--- src/rtl/ps2_host_tx.sv ---
// ps2_host_tx: host-to-device PS/2 command transmitter.
// Pulls the clock low to inhibit, issues the start bit, then shifts out
// eight data bits, odd parity and a stop bit on device-generated falling
// edges. After that it samples the device acknowledge and waits for the
// bus to go idle.
// Ports:
//   clk, nreset        system clock, synchronous active-low reset
//   ps2c_in, ps2d_in   raw (asynchronous) PS/2 clock/data line levels
//   ps2c_oe, ps2d_oe   1 = pull the corresponding open-drain line low
//   data, start        command byte and request (accepted only when idle)
//   busy, done, error  in-progress flag, end-of-transfer pulse, fail flag
//
// state       | meaning
// ------------+-----------------------------------------------------------
// S_IDLE      | lines released, waiting for start
// S_INHIBIT   | clock held low; start bit asserted on the last cycle
// S_REQ       | clock released, start bit driven, waiting for first fall
// S_DATA      | shifting data bits, parity, stop on each device fall
// S_ACK       | data released, sampling device acknowledge on next fall
// S_WAIT_IDLE | waiting for both lines high before reporting done
module ps2_host_tx #(
  parameter int unsigned INHIBIT_CYCLES = 2500,
  parameter int unsigned TIMEOUT_CYCLES = 375000
) (
  input  logic       clk,
  input  logic       nreset,
  input  logic       ps2c_in,
  input  logic       ps2d_in,
  output logic       ps2c_oe,
  output logic       ps2d_oe,
  input  logic [7:0] data,
  input  logic       start,
  output logic       busy,
  output logic       done,
  output logic       error
);

  // One counter serves both the inhibit length and the timeout, so size it
  // for the larger of the two. INHIBIT_CYCLES is expected to be at least 2.
  localparam int unsigned CNT_MAX = (TIMEOUT_CYCLES > INHIBIT_CYCLES) ?
                                    TIMEOUT_CYCLES : INHIBIT_CYCLES;
  localparam int CNT_W = $clog2(CNT_MAX + 1);
  localparam logic [CNT_W-1:0] INH_LAST = CNT_W'(INHIBIT_CYCLES - 1);
  localparam logic [CNT_W-1:0] INH_PRE  = CNT_W'(INHIBIT_CYCLES - 2);
  localparam logic [CNT_W-1:0] TMO_LAST = CNT_W'(TIMEOUT_CYCLES - 1);

  typedef enum logic [2:0] {
    S_IDLE, S_INHIBIT, S_REQ, S_DATA, S_ACK, S_WAIT_IDLE
  } state_t;

  state_t           state_q, state_d;
  logic [CNT_W-1:0] cnt_q, cnt_d;
  logic [3:0]       k_q, k_d;
  logic [7:0]       data_q, data_d;
  logic             c_s1_q, c_s1_d, c_s2_q, c_s2_d, c_prev_q, c_prev_d;
  logic             d_s1_q, d_s1_d, d_s2_q, d_s2_d;
  logic             ps2c_oe_q, ps2c_oe_d, ps2d_oe_q, ps2d_oe_d;
  logic             busy_q, busy_d, done_q, done_d, error_q, error_d;
  logic             fall, parity, timed_state;

  assign fall   = c_prev_q & ~c_s2_q;
  assign parity = ~^data_q;
  assign timed_state = (state_q == S_REQ) || (state_q == S_DATA) ||
                       (state_q == S_ACK) || (state_q == S_WAIT_IDLE);

  always_comb begin
    state_d   = state_q;
    cnt_d     = cnt_q + CNT_W'(1);
    k_d       = k_q;
    data_d    = data_q;
    ps2c_oe_d = 1'b0;
    ps2d_oe_d = ps2d_oe_q;
    done_d    = 1'b0;
    error_d   = error_q;
    c_s1_d    = ps2c_in;
    c_s2_d    = c_s1_q;
    c_prev_d  = c_s2_q;
    d_s1_d    = ps2d_in;
    d_s2_d    = d_s1_q;

    case (state_q)
      S_IDLE: begin
        cnt_d     = '0;
        ps2d_oe_d = 1'b0;
        if (start) begin
          state_d   = S_INHIBIT;
          data_d    = data;
          error_d   = 1'b0;
          k_d       = '0;
          ps2c_oe_d = 1'b1;
        end
      end
      S_INHIBIT: begin
        if (cnt_q == INH_LAST) begin
          state_d   = S_REQ;
          cnt_d     = '0;
          ps2d_oe_d = 1'b1;
        end else begin
          ps2c_oe_d = 1'b1;
          // start bit overlaps the final inhibit cycle
          ps2d_oe_d = (cnt_q == INH_PRE);
        end
      end
      S_REQ: begin
        if (fall) begin
          state_d   = S_DATA;
          cnt_d     = '0;
          k_d       = 4'd1;
          ps2d_oe_d = ~data_q[0];
        end
      end
      S_DATA: begin
        if (fall) begin
          cnt_d = '0;
          k_d   = k_q + 4'd1;
          // k_q is the previous fall count, so it indexes the next bit
          if (k_q <= 4'd7) begin
            ps2d_oe_d = ~data_q[k_q[2:0]];
          end else if (k_q == 4'd8) begin
            ps2d_oe_d = ~parity;
          end else begin
            ps2d_oe_d = 1'b0;
            state_d   = S_ACK;
          end
        end
      end
      S_ACK: begin
        ps2d_oe_d = 1'b0;
        if (fall) begin
          cnt_d   = '0;
          state_d = S_WAIT_IDLE;
          if (d_s2_q) error_d = 1'b1;
        end
      end
      S_WAIT_IDLE: begin
        ps2d_oe_d = 1'b0;
        if (fall) cnt_d = '0;
        if (c_s2_q && d_s2_q) begin
          done_d  = 1'b1;
          state_d = S_IDLE;
          cnt_d   = '0;
        end
      end
      default: begin
        state_d   = S_IDLE;
        cnt_d     = '0;
        ps2d_oe_d = 1'b0;
      end
    endcase

    if (timed_state && !fall && !done_d && cnt_q == TMO_LAST) begin
      state_d   = S_IDLE;
      cnt_d     = '0;
      error_d   = 1'b1;
      done_d    = 1'b1;
      ps2c_oe_d = 1'b0;
      ps2d_oe_d = 1'b0;
    end

    busy_d = (state_d != S_IDLE);
  end

  always_ff @(posedge clk) begin
    if (!nreset) begin
      state_q   <= S_IDLE;
      cnt_q     <= '0;
      k_q       <= '0;
      data_q    <= '0;
      c_s1_q    <= 1'b1;
      c_s2_q    <= 1'b1;
      c_prev_q  <= 1'b1;
      d_s1_q    <= 1'b1;
      d_s2_q    <= 1'b1;
      ps2c_oe_q <= 1'b0;
      ps2d_oe_q <= 1'b0;
      busy_q    <= 1'b0;
      done_q    <= 1'b0;
      error_q   <= 1'b0;
    end else begin
      state_q   <= state_d;
      cnt_q     <= cnt_d;
      k_q       <= k_d;
      data_q    <= data_d;
      c_s1_q    <= c_s1_d;
      c_s2_q    <= c_s2_d;
      c_prev_q  <= c_prev_d;
      d_s1_q    <= d_s1_d;
      d_s2_q    <= d_s2_d;
      ps2c_oe_q <= ps2c_oe_d;
      ps2d_oe_q <= ps2d_oe_d;
      busy_q    <= busy_d;
      done_q    <= done_d;
      error_q   <= error_d;
    end
  end

  assign ps2c_oe = ps2c_oe_q;
  assign ps2d_oe = ps2d_oe_q;
  assign busy    = busy_q;
  assign done    = done_q;
  assign error   = error_q;

endmodule

--- config.mk ---
export PLATFORM = sky130hd
export DESIGN_NAME = ps2_host_tx
export DESIGN_NICKNAME = d
export VERILOG_FILES = /design/src/rtl/ps2_host_tx.sv
export SDC_FILE = /design/constraint.sdc
export NUM_CORES = 1
export LEC_CHECK = 0
export CORE_UTILIZATION = 31
export DETAILED_ROUTE_END_ITERATION = 16
export SYNTH_ARGS = -nofsm -noshare
export SYNTH_HDL_FRONTEND = slang
export SYNTH_SLANG_ARGS = --single-unit
--- constraint.sdc ---
create_clock -name clk -period 3.17 [get_ports clk]
set_input_delay 0.317 -clock clk [delete_from_list [all_inputs] [get_ports clk]]
set_output_delay 0.317 -clock clk [all_outputs]
set_load 0.02 [all_outputs]
==> results.cfg <==
[worst_setup_path]
worstPathRequired_ns = 3.32
end_kind = register
crit_path_max_fanout = 19
crit_family = compound AO/OA/AOI/OAI gates
path_class = reg2reg
critPathBufInv = 1
crit_chain = ha_1, inv_1, nor4_1, a21oi_1, o21bai_2, nor2_1
critical-path-max-stage-delay_ns = 0.65
crit_path_start_kind = register
cp_data_arrival_time_ns = 2.46
crit_path_top_delay_cell = o21bai_2

[power_and_ir_drop]
powerDensity_nw_per_um2 = 442
clockPowerShare_pct = 40.6
switchingPower_mw = 0.245
leakagePower_nw = 0.859
intPower_mw = 0.864
irDropWorstVdd_v = 0.000201
combPwrFrac_pct = 7.3
p_seq_share_pct = 52.0
p_sw_share_pct = 22.1

[route]
routed.top_layer = met4
met2_length_um = 2010
wl_met3_um = 146
drt_pass1_iterations = 4
m1WireLength_um = 2240
routedWlPerCell_um = 12.6
wl_um = 4450
ant_nets = 0
vias = 1754
drt-vias-per-instance = 4.98
drc_errors = 0
drt_iter0_drc = 128

[logic_synthesis]
yosys.cell_types.count = 46
synthMuxAreaShare_pct = 2.55
synth_edf_count = 0
ys.flop_type = dfxtp_1
synth_top_family_by_area = simple AND/OR/NAND/NOR gates
ys_seq_area_share_pct = 40.8
synth_compound_area_share_pct = 11.6
yosys_register_bits = 44
yosys.area_share.adder_pct = 2.32
async_flop_share_pct = 0
synth_nets = 272
synthXorXnorAreaFrac_pct = 10.1
syn_inst = 255
synth_area_sq_um = 2160
yosys.area_share.simple_pct = 29.2
syn_area_per_cell_sq_um = 8.47
yosysWarnings = 0

[timing]
rsz0062_at_grt = false
finalCritPeriodShare_pct = 72.9
finalSetupViolations = 0
maxSlewViolCount = 0
tightest_slew_ns = 0.780
setup_tns_ns = 0
fin_crit_ns = 2.31
skew_ns = 0.0118
relSlewSlack_pct = 48.0
clock.fmax_ghz = 0.433
hold_viol = 0

[hold_path]
min_path_type = reg2reg

[floorplanning]
die_h_um = 85.5
ios = 18
die_w_um = 85.5
fp-row-count = 30
core_sq_um = 6760
die-area_sq_um = 7300
initial_core_util_pct = 32.0

[clock_network]
holdBufCountCts = 0
cts_buffers = 5
cts_resized = 0
cts_root_buf = clkbuf_8
postCtsSetupRepairBufs = 0
htree_num_levels = 2
clk_path_buf_depth = 2
cts.sinks = 44
cts_tree = done
clk_latency_ns = 0.30
clkSlewWorstSetupHoldPaths_ns = 0.08

[placement]
routabilityCongestion = 0.796
dp_hpwl_um = 3180
portBuffers = 17
placed_area_sq_um = 2390

[cells_and_area]
final_common_cell = dfxtp_1
mostFrequentLayoutCells = dfxtp_1 (44), nor2_1 (37), nand2_1 (29)
drive_gt1_share_pct = 8.09
area_growth_pct = 16.3
final_area_sq_um = 2510
n_antenna_cell = 0
fin_nets = 288

[job]
maxCapViolCount = 0

[grt]
antenna_found_initial = 0
grt_usage_pct = 13.6
global_route.overflow_total = 0
grt_start_max_net_pins = 20
grt_pass1_vias = 1676
grt_pass1_wl_um = 7940

[outcome]
status = finished clean
metal layers:
metal	global-route usage [%]	vias up
met5	0	-
met4	4.24	0
met3	2.92	6
met2	20.2	26
met1	19.5	810
li1	-	912
flip-flops by register name, summed over array words and instances (netlist names):
register  count
ps2c_oe       1
ps2d_oe       1
data_q        8
k_q           4
error         1
cnt_q        19
busy          1
c_prev_q      1
done          1
state_q       3
d_s1_q        1
c_s1_q        1
c_prev_d      1
d_s2_q        1
final timing paths:
path / slack [ns] / cells past startpoint / to / from
worst max register to register: 0.86 / 6 / cnt_q[4] / cnt_q[0]
worst max-delay path: 0.86 / 6 / cnt_q[4] / cnt_q[0]
worst min-delay path: 0.41 / 1 / c_prev_d / c_s1_q
worst min register to register: 0.41 / 1 / c_prev_d / c_s1_q
area by class of cell:
class,instances,area [sq um]
Inverter,9,33.8
Clock inverter,2,38.8
Clock buffer,6,82.6
Fill cell,707,4240
Multi-Input combinational cell,194,1210
Tap cell,80,100
Timing Repair Buffer,17,170
Sequential cell,44,881
power groups by stage:
stage               Clock [mW]  Combinational, mW  Sequential (mW)
floorplan                    0             0.0536            0.588
global placement             0             0.0816            0.589
detailed placement           0             0.0826            0.590
CTS                      0.469             0.0830            0.577
global route             0.489             0.0905            0.579
finish                   0.451             0.0815            0.577
stage by stage:
stage	power [mW]	utilization (%)	hold slack (ns)	setup slack, ns	cells
2_1_floorplan	0.641	-	0.386	1.30	255
3_3_place_gp	0.671	35.4	0.391	0.862	344
3_5_place_dp	0.673	35.4	0.397	0.836	344
4_1_cts	1.13	37.2	0.417	0.859	352
5_1_grt	1.16	37.2	0.430	0.601	352
6_report	1.11	37.2	0.412	0.860	352
cells by family after synthesis:
family,count (synthesis)
and+or+nand+nor,123
DFF,44
AOI/OAI and AO/OA,39
xor gates and xnor gates,25
buffers and inverters,17
adders and majority gates,4
muxes,3
cell usage after synthesis (all sizes together), types with 2 or more instances:
cell	number	area, sq um
or3	2	17.5
o21ai	7	35.0
nand2	29	109
dfxtp	44	881
nand2b	9	56.3
a2111oi	2	17.5
nor4b	2	17.5
or4	2	20.0
a21oi	18	90.1
a32oi	3	26.3
nor2	37	139
xor2	10	87.6
a41oi	2	17.5
nor3	11	60.1
nor2b	4	25.0
nand3	9	45.0
nand4	3	18.8
inv	9	33.8
and3	4	26.3
nor4	4	40.0
a211oi	2	20.0
xnor2	15	131
ha	4	50.1
buf	3	20.0
mux4	2	45.0
clkbuf	5	18.8
worst register-to-register path: stages (launching register included):
cell and delay, ns:
dfxtp_1 0.41, ha_1 0.25, inv_1 0.15, nor4_1 0.42, a21oi_1 0.14, o21bai_2 0.65
nor2_1 0.14
(Power assumes the default switching activity.)
